## src/rtl/bus_pkg.sv

```systemverilog
// Shared bus definitions: widths, direction encodings and the bus_client state type.
package bus_pkg;

    localparam int ADDR_W = 9;
    localparam int DATA_W = 8;

    localparam logic RW_WRITE = 1'b1;
    localparam logic RW_READ  = 1'b0;

    typedef enum logic [1:0] {
        IDLE,
        REQ,
        RDWAIT,
        RESP
    } bus_client_state_t;

endpackage

```

## src/rtl/bus_client.sv

```systemverilog
// Single-command bus master: latches a core command, requests the arbiter, completes with a one-cycle response.
// Optional request timeout enabled by defining BUS_CLIENT_TIMEOUT_EN.
module bus_client
    import bus_pkg::*;
#(
    parameter int READ_LAT = 2,
    parameter int TIMEOUT  = 255
) (
    input  logic              clk,
    input  logic              reset,
    input  logic              cmd_valid,
    output logic              cmd_ready,
    input  logic              cmd_rw,
    input  logic [ADDR_W-1:0] cmd_addr,
    input  logic [DATA_W-1:0] cmd_wdata,
    output logic              rsp_valid,
    output logic [DATA_W-1:0] rsp_rdata,
    output logic              rsp_err,
    output logic              bus_request,
    input  logic              bus_grant,
    output logic [ADDR_W-1:0] bus_address,
    output logic [DATA_W-1:0] bus_data_out,
    output logic              bus_rw,
    input  logic [DATA_W-1:0] bus_data_in
);

    if (READ_LAT < 1 || READ_LAT > 15) begin : g_bad_read_lat
        $error("bus_client: READ_LAT must be in 1..15");
    end
    if (TIMEOUT < 1 || TIMEOUT > 255) begin : g_bad_timeout
        $error("bus_client: TIMEOUT must be in 1..255");
    end

    localparam logic [3:0] LAT_INIT = 4'(READ_LAT - 1);

    bus_client_state_t state_q;
    logic [3:0]        lat_q;
    logic              bus_request_q;
    logic              rsp_valid_q;
    logic              bus_rw_q;
    logic [ADDR_W-1:0] bus_address_q;
    logic [DATA_W-1:0] bus_data_out_q;
    logic [DATA_W-1:0] rsp_rdata_q;
    logic              timeout_hit;

`ifdef BUS_CLIENT_TIMEOUT_EN
    localparam logic [7:0] TIMEOUT_W = 8'(TIMEOUT);

    logic [7:0] wait_q;
    logic [7:0] wait_d;
    logic       rsp_err_q;

    // wait_d is the count including the current grant-less REQ cycle.
    assign wait_d      = (wait_q == 8'hFF) ? wait_q : wait_q + 8'd1;
    assign timeout_hit = (wait_d >= TIMEOUT_W);

    always_ff @(posedge clk) begin
        if (reset) begin
            wait_q    <= '0;
            rsp_err_q <= 1'b0;
        end else begin
            case (state_q)
                IDLE: begin
                    if (cmd_valid) wait_q <= '0;
                end
                REQ: begin
                    if (bus_grant) begin
                        if (bus_rw_q == RW_WRITE) rsp_err_q <= 1'b0;
                    end else begin
                        wait_q <= wait_d;
                        if (timeout_hit) rsp_err_q <= 1'b1;
                    end
                end
                RDWAIT: begin
                    if (lat_q == '0) rsp_err_q <= 1'b0;
                end
                default: ;
            endcase
        end
    end

    assign rsp_err = rsp_err_q;
`else
    assign timeout_hit = 1'b0;
    assign rsp_err     = 1'b0;
`endif

    // NOTE: reset is synchronous, so it lives inside the clocked branch rather than the sensitivity list.
    always_ff @(posedge clk) begin
        if (reset) begin
            state_q        <= IDLE;
            lat_q          <= '0;
            bus_request_q  <= 1'b0;
            rsp_valid_q    <= 1'b0;
            rsp_rdata_q    <= '0;
            bus_rw_q       <= RW_READ;
            bus_address_q  <= '0;
            bus_data_out_q <= '0;
        end else begin
            rsp_valid_q <= 1'b0;
            case (state_q)
                IDLE: begin
                    if (cmd_valid) begin
                        bus_rw_q       <= cmd_rw;
                        bus_address_q  <= cmd_addr;
                        bus_data_out_q <= cmd_wdata;
                        bus_request_q  <= 1'b1;
                        state_q        <= REQ;
                    end
                end
                REQ: begin
                    // A grant wins over a timeout reached in the same cycle.
                    if (bus_grant) begin
                        bus_request_q <= 1'b0;
                        if (bus_rw_q == RW_WRITE) begin
                            rsp_rdata_q <= '0;
                            rsp_valid_q <= 1'b1;
                            state_q     <= RESP;
                        end else begin
                            lat_q   <= LAT_INIT;
                            state_q <= RDWAIT;
                        end
                    end else if (timeout_hit) begin
                        bus_request_q <= 1'b0;
                        rsp_rdata_q   <= '0;
                        rsp_valid_q   <= 1'b1;
                        state_q       <= RESP;
                    end
                end
                RDWAIT: begin
                    if (lat_q == '0) begin
                        rsp_rdata_q <= bus_data_in;
                        rsp_valid_q <= 1'b1;
                        state_q     <= RESP;
                    end else begin
                        lat_q <= lat_q - 4'd1;
                    end
                end
                RESP: begin
                    state_q <= IDLE;
                end
                default: begin
                    state_q <= IDLE;
                end
            endcase
        end
    end

    assign cmd_ready    = (state_q == IDLE);
    assign rsp_valid    = rsp_valid_q;
    assign rsp_rdata    = rsp_rdata_q;
    assign bus_request  = bus_request_q;
    assign bus_address  = bus_address_q;
    assign bus_data_out = bus_data_out_q;
    assign bus_rw       = bus_rw_q;

endmodule

```

## config.mk

```make
export PLATFORM = sky130hd
export DESIGN_NAME = bus_client
export DESIGN_NICKNAME = d
export VERILOG_FILES = /design/src/rtl/bus_pkg.sv /design/src/rtl/bus_client.sv
export SDC_FILE = /design/constraint.sdc
export NUM_CORES = 1
export LEC_CHECK = 0
export ABC_CLOCK_PERIOD_IN_PS = 2200
export CORE_ASPECT_RATIO = 1.25
export CORE_MARGIN = 1
export CORE_UTILIZATION = 42
export CTS_CLUSTER_DIAMETER = 40
export DETAILED_ROUTE_END_ITERATION = 6
export HOLD_SLACK_MARGIN = 0.08
export PLACE_DENSITY = 0.78
export SLEW_MARGIN = 40
export SYNTH_ARGS = -nofsm -noshare
export SYNTH_HDL_FRONTEND = slang
export SYNTH_SLANG_ARGS = --single-unit
```

## constraint.sdc

```tcl
create_clock -name clk -period 2.2 [get_ports clk]
set_input_delay 0.22 -clock clk [delete_from_list [all_inputs] [get_ports clk]]
set_output_delay 0.22 -clock clk [all_outputs]
set_load 0.02 [all_outputs]
```

# Word level (Yosys, flattened, before mapping)
# Cells that the tools add are included.
# op_classes
addsub	1
eq_ne	9
muxes	20
reduce_logical	9
# op_table
operator	count
$mux 8	3
$pmux 8 s2	1
$mux 4	3
$ne 2x2->1 const B	6
$pmux 2 s4	1
$pmux 4 s2	1
$reduce_and 4->1	2
$mux 1	6
$mux 2	3
$reduce_and 3->1	2
$eq 2x2->1 const B	2
$logic_not 4->1	1
$pmux 1 s2	2
$reduce_bool 2->1	2
$sub 4x1->4 const B	1
$eq 2x1->1 const B	1
$logic_not 2->1	1
$reduce_and 2->1	1
# word_totals
reg_bits	34
inputBits	30
elab_cells	47

# Depth between registers and ports, before layout
# logic_depth
depth_word	3
ltp_mapped	7

# Worst setup path after synthesis
# No wires, ideal clock.
# synth_path
path_kind	reg2reg
startpoint	register lat_q[0]
endpoint	register rsp_rdata_q[0] (netlist: rsp_rdata[0])
setup_ns	0.070
arrival_time_ns	1.595
required_ns	2.130
slack_ns	0.534
stages_incl_launch_ff	7
path_cell_list	dfxtp_1 inv_1 ha_1 or3b_4 a211oi_4 nand3_1 a21oi_1
# synth_between
elab_chain_len	3
# synth_lines
element	line	source
start, declared	bus_client.sv:37	logic [3:0] lat_q;
start signal, assigned	bus_client.sv:136	lat_q <= lat_q - 4'd1;
$logic_not 4->1	bus_client.sv:131	if (lat_q == '0) begin
$ne 2x2->1 (no source line)	--	
$reduce_and 4->1 (no source line)	--	
end signal, assigned	bus_client.sv:132	rsp_rdata_q <= bus_data_in;
end, declared	bus_client.sv:43	logic [DATA_W-1:0] rsp_rdata_q;
# No other way between the ends.
# A chain may end at the register's enable or synchronous reset.

# Worst setup path in the final report
# layout_path
startpoint	register state_q[0]
endpoint	output cmd_ready
# layout_between
elab_chain_len	1
# layout_lines
element	line	source
start, declared	bus_client.sv:36	bus_client_state_t state_q;
start signal, assigned	bus_client.sv:91	state_q <= IDLE;
start signal, assigned	bus_client.sv:108	state_q <= REQ;
start signal, assigned	bus_client.sv:118	state_q <= RESP;
$logic_not 2->1	bus_client.sv:149	assign cmd_ready = (state_q == IDLE);
end, declared	bus_client.sv:12	output logic cmd_ready,
# No other way between the ends.

==> results_dict.tcl <==
set metrics [dict create \
    cts_setup_buffers 0 \
    slew_viol_final 0 \
    postRouteAntennaNets 0 \
    rr_endpoint "rsp_rdata[2]" \
    endpoint_kind "primary output" \
    dieHeight_um 68.5 \
    drt-wirelength-per-cell_um 12.4 \
    fin_crit_ps 1910 \
    finalSetupViolations 0 \
    core_um2 3280 \
    synth_edf_count 0 \
    tightest_slew_ps 586 \
    fin_skew_ps 3.39 \
    yosysTopAreaCell "dfxtp_1" \
    worstRegToRegCells 6 \
    hold_viol_final 0 \
    ios 60 \
    startpoint_type "flop" \
    die_w_um 55.2 \
    worstSetupPathType "flop to primary output" \
    dpl.cell_count 273 \
    path_clk_slew_ps 60 \
    gr-total-overflow 0 \
    leakagePower_nw 0.781 \
    syn_area_um2 1480 \
    fin_util 0.663 \
    ctsResizeCount 0 \
    post-route-period-util 0.870 \
    ff2ff_setup_slack_ps 320 \
    cp_max_fo 7 \
    outcome "finished clean" \
    antenna_cells 0 \
    netlist_top_cells_count "50 x nand2_1, 34 x a21oi_1, 34 x dfxtp_1" \
    cts.sinks 34 \
    start_util 0.452 \
    worstPathRequired_ps 1980 \
    ir_worst_vdd_v 0.000748 \
    drt_wl_total_um 3470 \
    htree_levels 2 \
    root_buffer "clkbuf_8" \
    antenna_found_initial 0 \
    grt_pass1_wl_um 5780 \
    ys_types 31 \
    fmax_mhz 523 \
    power.density_nw_per_um2 1060 \
    synth.avg_cell_area_um2 8.02 \
    num-nets-final 278 \
    detailed_place_hpwl_um 2530 \
    ff_latch_area_um2 681 \
    slew_headroom 0.608 \
    synth-main-ff-cell "dfxtp_1" \
    cts_made_buffers 5 \
    area_delta_synth_final_pct 46.5 \
    synth.top_cells.by_area "dfxtp_1 46%, nand2_1 13%, a21oi_1 11%" \
    grt_max_degree 22 \
    port_buffers 58 \
    holdBufCountCts 0 \
    cap_viol_max_count 0 \
    drt_iter0_markers 22 \
    holdWs_ps 448 \
    n_fill_cell 307 \
    ys_seq_area_frac 0.459 \
    rsz0062_at_grt "false" \
    syn-num-nets 220 \
    drive_gt1_frac 0.0537 \
    clk_latency_ps 280 \
    final_cell_count_no_fill 279 \
    first_global_vias 1362 \
    cts_tree "yes" \
    row_count 23 \
    gp_congestion 0.810 \
    cts_max_path_buffers 2 \
    ys_async_sr_fraction 0 \
    synthCells 185 \
    yosysTopAreaCellShare 0.459 \
    drt_first_pass_iters 4 \
    min_path_type "flop to flop" \
    grt_usage 0.217 \
    multiInputGateArea_um2 736 \
    reg2reg_from "lat_q[0]" \
    via_per_inst 5.12 \
    crit_arrival_ps 1690 \
    yosys_warnings 0 \
    synth.most_common_cell "nand2_1" \
    tns_ps 0 \
    ys_seq_elements 34 \
    cp-endpoint "cmd_ready" \
    drc 0 \
    die_area_um2 3780 \
    critPathLaunch "state_q[0]" \
    vias 1429 \
]
## state kept, by name, summed over array words and instances (netlist names)
signal and cells:
bus_request 1, state_q 2, lat_q 4, bus_data_out 8, bus_address 9, bus_rw 1
rsp_valid 1, rsp_rdata 8
## worst min-delay path by stage
stage	start	to	slack, ps	cells after the start
6_report	rsp_rdata[0]	rsp_rdata[0]	450	2
5_1_grt	rsp_rdata[1]	rsp_rdata[1]	470	2
4_1_cts	rsp_rdata[0]	rsp_rdata[0]	450	2
3_5_place_dp	rsp_rdata[0]	rsp_rdata[0]	440	2
3_3_place_gp	rsp_rdata[7]	rsp_rdata[7]	440	2
2_1_floorplan	cmd_addr[0]	bus_address[0]	360	2
## layout make-up
class                           count  area share
Sequential cell                    34       0.313
Multi-Input combinational cell    135       0.338
Clock buffer                        6      0.0380
Inverter                            5     0.00863
Timing Repair Buffer               62       0.281
Tap cell                           37      0.0213
## layout by cell type, fill, tap and decap left out, drive strengths merged, types with 2 or more instances in the layout
cell / netlist / layout
nor2b: 2 / 2
ha: 5 / 5
inv: 5 / 5
nand2b: 2 / 2
nand3: 9 / 9
and2: 2 / 2
o21ai: 2 / 2
dfxtp: 34 / 34
nor3: 2 / 2
nor3b: 2 / 2
clkdlybuf4s50: 0 / 58
a31oi: 3 / 3
buf: 4 / 4
mux2i: 3 / 3
nor2: 6 / 6
clkbuf: 7 / 6
nand2: 50 / 50
a311oi: 2 / 2
a21oi: 34 / 34
## critical path: stages, from the launching register on
cell             delay, ps
dfxtp_1                350
inv_1                  110
ha_1                   300
clkdlybuf4s50_1        650
## routing by layer
metal  share of wire  global-route usage
met1            0.42               0.228
met2            0.51               0.377
met3           0.063              0.0844
met4           0.015              0.0844
met5               0                   0
## logic make-up (layout without fill, tap and decap cells)
logic type,Yosys count,after routing,share of synthesized area
compound gates,46,46,0.186
other cells,1,1,0.00253
fa+ha+maj,5,5,0.0422
simple gates,80,80,0.245
buf+inv,16,73,0.0455
mux,3,3,0.0202
flops,34,34,0.459
## stage by stage
step                worst slack [ps]  instance area (um2)  power [mW]
floorplan                        534                 1480        1.51
global placement                 405                 2090        1.87
detailed placement               340                 2090        1.88
CTS                              270                 2170        2.34
global route                     169                 2170        2.49
finish                           287                 2170        2.31
## where the power goes
group,switching (mW),internal (mW),total [mW]
combinational,0.608,0.459,1.07
sequential,0.0724,0.724,0.796
clock,0.208,0.241,0.449
total,0.888,1.42,2.31
Power figures use the tool's default switching activity.
